### config.mk
export PLATFORM = sky130hd
export DESIGN_NAME = adder_arbiter_flat
export DESIGN_NICKNAME = d
export VERILOG_FILES = /design/src/rtl/adder_arbiter_if.sv /design/src/rtl/adder_arbiter.sv /design/src/flat_wrapper.sv
export SDC_FILE = /design/constraint.sdc
export NUM_CORES = 1
export LEC_CHECK = 0
export BUFFER_PORTS_ARGS = -buffer_cell sky130_fd_sc_hd__buf_2
export CAP_MARGIN = 10
export CORE_MARGIN = 10
export CORE_UTILIZATION = 49
export CTS_CLUSTER_DIAMETER = 80
export DETAILED_ROUTE_END_ITERATION = 8
export PLACE_DENSITY = 0.8
export SYNTH_ARGS = -nofsm -noshare
export SYNTH_HDL_FRONTEND = slang
export SYNTH_SLANG_ARGS = --single-unit
### constraint.sdc
create_clock -name clk_i -period 3.7 [get_ports clk_i]
set_input_delay 0.185 -clock clk_i [delete_from_list [all_inputs] [get_ports clk_i]]
set_output_delay 0.185 -clock clk_i [all_outputs]
set_load 0.01 [all_outputs]
### src/rtl/adder_arbiter_if.sv
`default_nettype none
// ============================================================================
// Module   : adder_arbiter_if
// Brief    : Requester, response and adder-side bundle for adder_arbiter.
// Revision : 1.0
// ============================================================================
interface adder_arbiter_if;
    logic        req0_valid_i;
    logic        req0_ready_o;
    logic [31:0] req0_x_i;
    logic [31:0] req0_y_i;
    logic        req0_sub_i;
    logic        req1_valid_i;
    logic        req1_ready_o;
    logic [31:0] req1_x_i;
    logic [31:0] req1_y_i;
    logic        req1_sub_i;

    logic        rsp_valid_o;
    logic        rsp_id_o;
    logic [31:0] rsp_z_o;
    logic        rsp_inf_o;
    logic        rsp_nan_o;
    logic        rsp_err_o;

    logic        add_valid_o;
    logic        add_x_sign_o;
    logic [7:0]  add_x_exp_o;
    logic [22:0] add_x_frac_o;
    logic        add_y_sign_o;
    logic [7:0]  add_y_exp_o;
    logic [22:0] add_y_frac_o;
    logic        add_x_greater_o;
    logic [7:0]  add_exp_shift_o;
    logic        add_infinity_o;
    logic        add_nan_o;
    logic        add_valid_i;
    logic [31:0] add_z_i;
    logic        add_infinity_i;
    logic        add_nan_i;

    modport slave (
        input  req0_valid_i, req0_x_i, req0_y_i, req0_sub_i,
        input  req1_valid_i, req1_x_i, req1_y_i, req1_sub_i,
        output req0_ready_o, req1_ready_o,
        output rsp_valid_o, rsp_id_o, rsp_z_o, rsp_inf_o, rsp_nan_o, rsp_err_o,
        output add_valid_o, add_x_sign_o, add_x_exp_o, add_x_frac_o,
        output add_y_sign_o, add_y_exp_o, add_y_frac_o,
        output add_x_greater_o, add_exp_shift_o, add_infinity_o, add_nan_o,
        input  add_valid_i, add_z_i, add_infinity_i, add_nan_i
    );

    modport master (
        output req0_valid_i, req0_x_i, req0_y_i, req0_sub_i,
        output req1_valid_i, req1_x_i, req1_y_i, req1_sub_i,
        input  req0_ready_o, req1_ready_o,
        input  rsp_valid_o, rsp_id_o, rsp_z_o, rsp_inf_o, rsp_nan_o, rsp_err_o,
        input  add_valid_o, add_x_sign_o, add_x_exp_o, add_x_frac_o,
        input  add_y_sign_o, add_y_exp_o, add_y_frac_o,
        input  add_x_greater_o, add_exp_shift_o, add_infinity_o, add_nan_o,
        output add_valid_i, add_z_i, add_infinity_i, add_nan_i
    );
endinterface
`default_nettype wire

### src/rtl/adder_arbiter.sv
`default_nettype none
// ============================================================================
// Module   : adder_arbiter
// Brief    : Round-robin front end sharing one FP32 adder between two requesters.
// Revision : 1.0
// ============================================================================
module adder_arbiter #(
    parameter int TIMEOUT = 16
) (
    input  wire logic         clk_i,
    input  wire logic         rst_i,
    adder_arbiter_if.slave    bus
);

    localparam logic [31:0] c_qnan     = 32'h7FC0_0000;
    localparam logic [7:0]  c_tmo_last = 8'(TIMEOUT - 1);

    typedef enum logic [1:0] {
        S_IDLE    = 2'd0,
        S_ISSUE   = 2'd1,
        S_WAIT    = 2'd2,
        S_RESPOND = 2'd3
    } state_t;

    state_t      r_state;
    state_t      w_next;

    logic        r_last_grant;
    logic        r_id;
    logic [31:0] r_x;
    logic [31:0] r_y;
    logic [7:0]  r_cnt;
    logic        r_rsp_id;
    logic [31:0] r_rsp_z;
    logic        r_rsp_inf;
    logic        r_rsp_nan;
    logic        r_rsp_err;

    logic        w_grant;
    logic        w_idle;
    logic        w_ready0;
    logic        w_ready1;
    logic        w_accept;
    logic [31:0] w_in_x;
    logic [31:0] w_in_y;
    logic        w_x_nan, w_x_inf, w_y_nan, w_y_inf;
    logic        w_byp_nan, w_bypass;
    logic [31:0] w_byp_z;
    logic        w_timeout;
    logic        w_busy;

    // Tie goes to whoever was not served last; a lone requester always wins.
    always_comb begin
        w_grant = bus.req1_valid_i;
        if (bus.req0_valid_i && bus.req1_valid_i) begin
            w_grant = ~r_last_grant;
        end
    end

    assign w_idle   = (r_state == S_IDLE) && !rst_i;
    assign w_ready0 = w_idle && !w_grant && bus.req0_valid_i;
    assign w_ready1 = w_idle &&  w_grant && bus.req1_valid_i;
    assign w_accept = w_ready0 || w_ready1;
    assign bus.req0_ready_o = w_ready0;
    assign bus.req1_ready_o = w_ready1;

    // y carries the effective sign: subtraction is folded into an add of -y.
    assign w_in_x = w_grant ? bus.req1_x_i : bus.req0_x_i;
    assign w_in_y = w_grant ? {bus.req1_y_i[31] ^ bus.req1_sub_i, bus.req1_y_i[30:0]}
                            : {bus.req0_y_i[31] ^ bus.req0_sub_i, bus.req0_y_i[30:0]};

    assign w_x_nan   = (&w_in_x[30:23]) &&  (|w_in_x[22:0]);
    assign w_x_inf   = (&w_in_x[30:23]) && !(|w_in_x[22:0]);
    assign w_y_nan   = (&w_in_y[30:23]) &&  (|w_in_y[22:0]);
    assign w_y_inf   = (&w_in_y[30:23]) && !(|w_in_y[22:0]);
    assign w_byp_nan = w_x_nan || w_y_nan || (w_x_inf && w_y_inf && (w_in_x[31] != w_in_y[31]));
    assign w_bypass  = w_byp_nan || w_x_inf || w_y_inf;
    assign w_byp_z   = w_byp_nan ? c_qnan : (w_x_inf ? w_in_x : w_in_y);

    assign w_timeout = (r_state == S_WAIT) && !bus.add_valid_i && (r_cnt == c_tmo_last);

    always_ff @(posedge clk_i or posedge rst_i) begin
        if (rst_i) begin
            r_state <= S_IDLE;
        end else begin
            r_state <= w_next;
        end
    end

    always_comb begin
        w_next = r_state;
        case (r_state)
            S_IDLE: begin
                if (w_accept) begin
                    w_next = w_bypass ? S_RESPOND : S_ISSUE;
                end
            end
            S_ISSUE: w_next = S_WAIT;
            S_WAIT: begin
                if (bus.add_valid_i || w_timeout) begin
                    w_next = S_RESPOND;
                end
            end
            S_RESPOND: w_next = S_IDLE;
            default:   w_next = S_IDLE;
        endcase
    end

    always_ff @(posedge clk_i or posedge rst_i) begin
        if (rst_i) begin
            r_last_grant <= 1'b1;
            r_id         <= 1'b0;
            r_x          <= '0;
            r_y          <= '0;
            r_cnt        <= '0;
            r_rsp_id     <= 1'b0;
            r_rsp_z      <= '0;
            r_rsp_inf    <= 1'b0;
            r_rsp_nan    <= 1'b0;
            r_rsp_err    <= 1'b0;
        end else begin
            if (w_accept) begin
                r_x          <= w_in_x;
                r_y          <= w_in_y;
                r_id         <= w_grant;
                r_last_grant <= w_grant;
            end

            if (r_state == S_ISSUE) begin
                r_cnt <= '0;
            end else if (r_state == S_WAIT) begin
                r_cnt <= r_cnt + 8'd1;
            end

            // Response fields load only on entry to RESPOND and hold afterwards.
            if (w_accept && w_bypass) begin
                r_rsp_id  <= w_grant;
                r_rsp_z   <= w_byp_z;
                r_rsp_inf <= !w_byp_nan;
                r_rsp_nan <= w_byp_nan;
                r_rsp_err <= 1'b0;
            end else if ((r_state == S_WAIT) && bus.add_valid_i) begin
                r_rsp_id  <= r_id;
                r_rsp_z   <= bus.add_z_i;
                r_rsp_inf <= bus.add_infinity_i;
                r_rsp_nan <= bus.add_nan_i;
                r_rsp_err <= 1'b0;
            end else if (w_timeout) begin
                r_rsp_id  <= r_id;
                r_rsp_z   <= '0;
                r_rsp_inf <= 1'b0;
                r_rsp_nan <= 1'b0;
                r_rsp_err <= 1'b1;
            end
        end
    end

    assign w_busy = (r_state == S_ISSUE) || (r_state == S_WAIT);

    // Operand fields are shown to the adder only while it owns the operation.
    always_comb begin
        bus.add_x_sign_o    = 1'b0;
        bus.add_x_exp_o     = '0;
        bus.add_x_frac_o    = '0;
        bus.add_y_sign_o    = 1'b0;
        bus.add_y_exp_o     = '0;
        bus.add_y_frac_o    = '0;
        bus.add_x_greater_o = 1'b0;
        bus.add_exp_shift_o = '0;
        bus.add_infinity_o  = 1'b0;
        bus.add_nan_o       = 1'b0;
        if (w_busy) begin
            bus.add_x_sign_o    = r_x[31];
            bus.add_x_exp_o     = r_x[30:23];
            bus.add_x_frac_o    = r_x[22:0];
            bus.add_y_sign_o    = r_y[31];
            bus.add_y_exp_o     = r_y[30:23];
            bus.add_y_frac_o    = r_y[22:0];
            bus.add_x_greater_o = (r_x[30:23] > r_y[30:23]) ||
                                  ((r_x[30:23] == r_y[30:23]) && (r_x[22:0] >= r_y[22:0]));
            bus.add_exp_shift_o = (r_x[30:23] > r_y[30:23]) ? (r_x[30:23] - r_y[30:23])
                                                            : (r_y[30:23] - r_x[30:23]);
            bus.add_nan_o       = ((&r_x[30:23]) && (|r_x[22:0])) ||
                                  ((&r_y[30:23]) && (|r_y[22:0]));
            bus.add_infinity_o  = ((&r_x[30:23]) && !(|r_x[22:0])) ||
                                  ((&r_y[30:23]) && !(|r_y[22:0]));
        end
    end

    assign bus.add_valid_o = (r_state == S_ISSUE);
    assign bus.rsp_valid_o = (r_state == S_RESPOND);
    assign bus.rsp_id_o    = r_rsp_id;
    assign bus.rsp_z_o     = r_rsp_z;
    assign bus.rsp_inf_o   = r_rsp_inf;
    assign bus.rsp_nan_o   = r_rsp_nan;
    assign bus.rsp_err_o   = r_rsp_err;

endmodule
`default_nettype wire

### src/flat_wrapper.sv
// flat-port wrapper written by rule: the top's interface ports become plain ports
module adder_arbiter_flat 
#(
    parameter int TIMEOUT = 16
)
  (clk_i, rst_i, bus_req0_valid_i, bus_req0_x_i, bus_req0_y_i, bus_req0_sub_i, bus_req1_valid_i, bus_req1_x_i, bus_req1_y_i, bus_req1_sub_i, bus_req0_ready_o, bus_req1_ready_o, bus_rsp_valid_o, bus_rsp_id_o, bus_rsp_z_o, bus_rsp_inf_o, bus_rsp_nan_o, bus_rsp_err_o, bus_add_valid_o, bus_add_x_sign_o, bus_add_x_exp_o, bus_add_x_frac_o, bus_add_y_sign_o, bus_add_y_exp_o, bus_add_y_frac_o, bus_add_x_greater_o, bus_add_exp_shift_o, bus_add_infinity_o, bus_add_nan_o, bus_add_valid_i, bus_add_z_i, bus_add_infinity_i, bus_add_nan_i);
  adder_arbiter_if bus_i ();
  input  wire logic clk_i;
  input  wire logic rst_i;
  input wire logic [$bits(bus_i.req0_valid_i)-1:0] bus_req0_valid_i;
  input wire logic [$bits(bus_i.req0_x_i)-1:0] bus_req0_x_i;
  input wire logic [$bits(bus_i.req0_y_i)-1:0] bus_req0_y_i;
  input wire logic [$bits(bus_i.req0_sub_i)-1:0] bus_req0_sub_i;
  input wire logic [$bits(bus_i.req1_valid_i)-1:0] bus_req1_valid_i;
  input wire logic [$bits(bus_i.req1_x_i)-1:0] bus_req1_x_i;
  input wire logic [$bits(bus_i.req1_y_i)-1:0] bus_req1_y_i;
  input wire logic [$bits(bus_i.req1_sub_i)-1:0] bus_req1_sub_i;
  output wire logic [$bits(bus_i.req0_ready_o)-1:0] bus_req0_ready_o;
  output wire logic [$bits(bus_i.req1_ready_o)-1:0] bus_req1_ready_o;
  output wire logic [$bits(bus_i.rsp_valid_o)-1:0] bus_rsp_valid_o;
  output wire logic [$bits(bus_i.rsp_id_o)-1:0] bus_rsp_id_o;
  output wire logic [$bits(bus_i.rsp_z_o)-1:0] bus_rsp_z_o;
  output wire logic [$bits(bus_i.rsp_inf_o)-1:0] bus_rsp_inf_o;
  output wire logic [$bits(bus_i.rsp_nan_o)-1:0] bus_rsp_nan_o;
  output wire logic [$bits(bus_i.rsp_err_o)-1:0] bus_rsp_err_o;
  output wire logic [$bits(bus_i.add_valid_o)-1:0] bus_add_valid_o;
  output wire logic [$bits(bus_i.add_x_sign_o)-1:0] bus_add_x_sign_o;
  output wire logic [$bits(bus_i.add_x_exp_o)-1:0] bus_add_x_exp_o;
  output wire logic [$bits(bus_i.add_x_frac_o)-1:0] bus_add_x_frac_o;
  output wire logic [$bits(bus_i.add_y_sign_o)-1:0] bus_add_y_sign_o;
  output wire logic [$bits(bus_i.add_y_exp_o)-1:0] bus_add_y_exp_o;
  output wire logic [$bits(bus_i.add_y_frac_o)-1:0] bus_add_y_frac_o;
  output wire logic [$bits(bus_i.add_x_greater_o)-1:0] bus_add_x_greater_o;
  output wire logic [$bits(bus_i.add_exp_shift_o)-1:0] bus_add_exp_shift_o;
  output wire logic [$bits(bus_i.add_infinity_o)-1:0] bus_add_infinity_o;
  output wire logic [$bits(bus_i.add_nan_o)-1:0] bus_add_nan_o;
  input wire logic [$bits(bus_i.add_valid_i)-1:0] bus_add_valid_i;
  input wire logic [$bits(bus_i.add_z_i)-1:0] bus_add_z_i;
  input wire logic [$bits(bus_i.add_infinity_i)-1:0] bus_add_infinity_i;
  input wire logic [$bits(bus_i.add_nan_i)-1:0] bus_add_nan_i;
  assign bus_i.req0_valid_i = bus_req0_valid_i;
  assign bus_i.req0_x_i = bus_req0_x_i;
  assign bus_i.req0_y_i = bus_req0_y_i;
  assign bus_i.req0_sub_i = bus_req0_sub_i;
  assign bus_i.req1_valid_i = bus_req1_valid_i;
  assign bus_i.req1_x_i = bus_req1_x_i;
  assign bus_i.req1_y_i = bus_req1_y_i;
  assign bus_i.req1_sub_i = bus_req1_sub_i;
  assign bus_req0_ready_o = bus_i.req0_ready_o;
  assign bus_req1_ready_o = bus_i.req1_ready_o;
  assign bus_rsp_valid_o = bus_i.rsp_valid_o;
  assign bus_rsp_id_o = bus_i.rsp_id_o;
  assign bus_rsp_z_o = bus_i.rsp_z_o;
  assign bus_rsp_inf_o = bus_i.rsp_inf_o;
  assign bus_rsp_nan_o = bus_i.rsp_nan_o;
  assign bus_rsp_err_o = bus_i.rsp_err_o;
  assign bus_add_valid_o = bus_i.add_valid_o;
  assign bus_add_x_sign_o = bus_i.add_x_sign_o;
  assign bus_add_x_exp_o = bus_i.add_x_exp_o;
  assign bus_add_x_frac_o = bus_i.add_x_frac_o;
  assign bus_add_y_sign_o = bus_i.add_y_sign_o;
  assign bus_add_y_exp_o = bus_i.add_y_exp_o;
  assign bus_add_y_frac_o = bus_i.add_y_frac_o;
  assign bus_add_x_greater_o = bus_i.add_x_greater_o;
  assign bus_add_exp_shift_o = bus_i.add_exp_shift_o;
  assign bus_add_infinity_o = bus_i.add_infinity_o;
  assign bus_add_nan_o = bus_i.add_nan_o;
  assign bus_i.add_valid_i = bus_add_valid_i;
  assign bus_i.add_z_i = bus_add_z_i;
  assign bus_i.add_infinity_i = bus_add_infinity_i;
  assign bus_i.add_nan_i = bus_add_nan_i;
  adder_arbiter #(.TIMEOUT(TIMEOUT)) u_core (.clk_i(clk_i), .rst_i(rst_i), .bus(bus_i));
endmodule
==> results_dict.tcl <==
set metrics [dict create \
    synth_ff_type "dfrtp_1" \
    ys_ff_latch 112 \
    period_share 0.950 \
    setup_violations 0 \
    ys_seq_area_frac 0.399 \
    critPathLaunchType "flip-flop" \
    post_drt_wl_per_cell_microns 19.7 \
    drive_above_1_share 0.312 \
    port_buffers 283 \
    synth-edff-count 0 \
    core_sq_um 14000 \
    fp.dieW_microns 140 \
    crit_slowest_cell "dfrtp_1" \
    cts_tree "yes" \
    final_hold_viol_count 0 \
    path_clk_slew_ps 80 \
    clkSinkCount 112 \
    final_util 0.641 \
    hpwl_mm 19.8 \
    area.growth.synth_to_final_pct 27.5 \
    final_nets 1268 \
    fin_area_sq_um 8970 \
    synthDistinctLibCells 51 \
    crit_arrival_ps 3330 \
    leakage_nw 4.64 \
    dieArea_sq_um 19500 \
    drt_iter0_markers 470 \
    avgSynthCellArea_sq_um 8.97 \
    synth_cells 784 \
    wl_mm 24.5 \
    yosysWarnings 0 \
    endpoint_kind "output port" \
    drc_errors 0 \
    antenna_found_initial 6 \
    io_pins 284 \
    grt_usage 0.236 \
    grt_pass1_vias 7042 \
    rows 43 \
    start_util 0.503 \
    clockBufferDepth 2 \
    path_class "flip-flop to output port" \
    grt_pass1_wl_mm 37.6 \
    hold_path.class "primary input to async pin" \
    crit_fanout 5 \
    final_common_cell "buf_2" \
    syn_area_sq_um 7030 \
    ant_nets 0 \
    skew_ps 9.66 \
    drv_cap 0 \
    async_flop_share 1.00 \
    status "complete, no violations" \
    max-vdd-ir-drop_v 0.000471 \
    globalplace.congestion 0.965 \
    htree_levels 3 \
    cts_buffers 9 \
    final_cell_mix "buf_2, dfrtp_1, nand2_1" \
    via_count 6853 \
    cts_hold_buf 0 \
    max_stage_delay_ps 400 \
    clkLatencyLatePin_ps 350 \
    grt_remaining_overflow 0 \
    avgViaCountPerCell 5.51 \
    fp.dieH_microns 140 \
    cp.required_ps 3510 \
    max_slew_margin 0.391 \
    worst_pin_slew_ps 906 \
    cts_root_buf "clkbuf_16" \
    syn_nets 999 \
    post-route-min-period_ps 3510 \
    grt_max_degree 105 \
    power.density_nw_per_um2 903 \
    dpl_cell_area_sq_um 8630 \
    path_cells "inv_1 -> ha_2 -> inv_1 -> fa_1 -> nand3_1 -> a21oi_1 -> o31a_2 -> buf_4 -> o211ai_1 -> nand3_1 -> a31oi_4 -> o21bai_1 -> mux2i_1 -> buf_2" \
    drv_slew 0 \
    dr.pass1.iters 5 \
    fmax_ghz 0.285 \
]
## cells in the mapped netlist (5+ instances only)
master / n / share of area
dfrtp_1: 111 / 0.39
nand2_1: 87 / 0.046
o21ai_0: 81 / 0.058
mux2i_1: 72 / 0.10
nor2_1: 69 / 0.037
inv_1: 51 / 0.027
ha_1: 44 / 0.078
and2_1: 30 / 0.027
nor4_1: 30 / 0.027
a22o_1: 25 / 0.031
a21oi_1: 23 / 0.016
clkbuf_1: 23 / 0.012
nand4_1: 23 / 0.020
nor3_1: 15 / 0.011
buf_2: 11 / 0.0078
a221o_1: 8 / 0.011
nand3_1: 7 / 0.0050
buf_1: 6 / 0.0032
nor2b_1: 5 / 0.0044
## final timing paths
path,start,end,slack (ps),cells past startpoint
worst min-delay path,rst_i,u_core.r_y[26],30,2
max in group asynchronous,rst_i,u_core.bus.rsp_z_o[14],2810,3
worst max-delay path,u_core.r_x[23],bus_add_exp_shift_o[7],190,14
min in group clk_i,bus_add_z_i[2],u_core.bus.rsp_z_o[2],40,2
worst max register to register,u_core.r_last_grant,u_core.bus.rsp_z_o[31],730,8
worst min register to register,u_core.r_x[31],u_core.r_x[31],490,2
## cells by family after synthesis
| family | count (synthesis) | share of synthesized area |
|---|---|---|
| AOI/OAI and AO/OA | 173 | 0.158 |
| DFF | 112 | 0.399 |
| muxes | 76 | 0.109 |
| adders and majority gates | 46 | 0.0840 |
| and+or+nand+nor | 277 | 0.188 |
| xor gates and xnor gates | 8 | 0.00996 |
| buffers and inverters | 92 | 0.0521 |
## report_power, final
part	switching, mW	leakage [nW]	internal, mW
Clock	0.473	0.141	0.486
Sequential	0.511	1.40	1.79
Combinational	2.82	3.10	2.01
Total	3.81	4.64	4.29
## sequential cells by signal, indices dropped and copies added, names as in the netlist
| register | count |
|---|---|
| u_core.bus.rsp_err_o | 1 |
| u_core.bus.rsp_id_o | 1 |
| u_core.bus.rsp_inf_o | 1 |
| u_core.bus.rsp_nan_o | 1 |
| u_core.bus.rsp_z_o | 32 |
| u_core.r_cnt | 8 |
| u_core.r_id | 1 |
| u_core.r_last_grant | 1 |
| u_core.r_state | 2 |
| u_core.r_x | 32 |
| u_core.r_y | 32 |
## layout make-up
class / count / area [sq um]
Inverter: 51 / 194
Timing Repair Buffer: 299 / 1540
Sequential cell: 112 / 2800
Clock inverter: 6 / 50.0
Multi-Input combinational cell: 580 / 3900
Clock buffer: 10 / 239
Fill cell: 1249 / 5020
Antenna cell: 6 / 15.0
Tap cell: 180 / 225
## worst max-delay path, delay by kind of cell, from the launching register on
kind | cells | cell delay, ps
AOI/OAI and AO/OA | 5 | 1100
adders and majority gates | 2 | 570
buffers and inverters | 4 | 470
DFF | 1 | 400
muxes | 1 | 150
and+or+nand+nor | 2 | 280
## layer usage
layer  wire length (microns)  GRT usage
met3                    1800     0.0616
met1                   10400      0.298
met5                       0          0
met2                   11900      0.386
met4                     378     0.0739
## metrics by stage
stage | setup slack (ps) | setup TNS [ps] | hold WS, ps | instances | power (mW)
after global placement | 521 | 0 | 402 | 1219 | 7.00
final | 185 | 0 | 27.9 | 1244 | 8.10
after CTS | 83.8 | 0 | 35.2 | 1235 | 8.04
after global routing | -5.13 | -5.13 | 36.5 | 1244 | 8.75
after detailed placement | 471 | 0 | 407 | 1219 | 7.06
after floorplan | 558 | 0 | 255 | 784 | 5.29
## repair_timing
action / 4_1_cts / 5_1_grt
setup buffers: 0 / 3
endpoints found under the hold margin: 0 / 0
gates resized for setup: 0 / 3
endpoints found under the setup margin: 0 / 2
No activity file was read; power rests on OpenSTA's default activity.
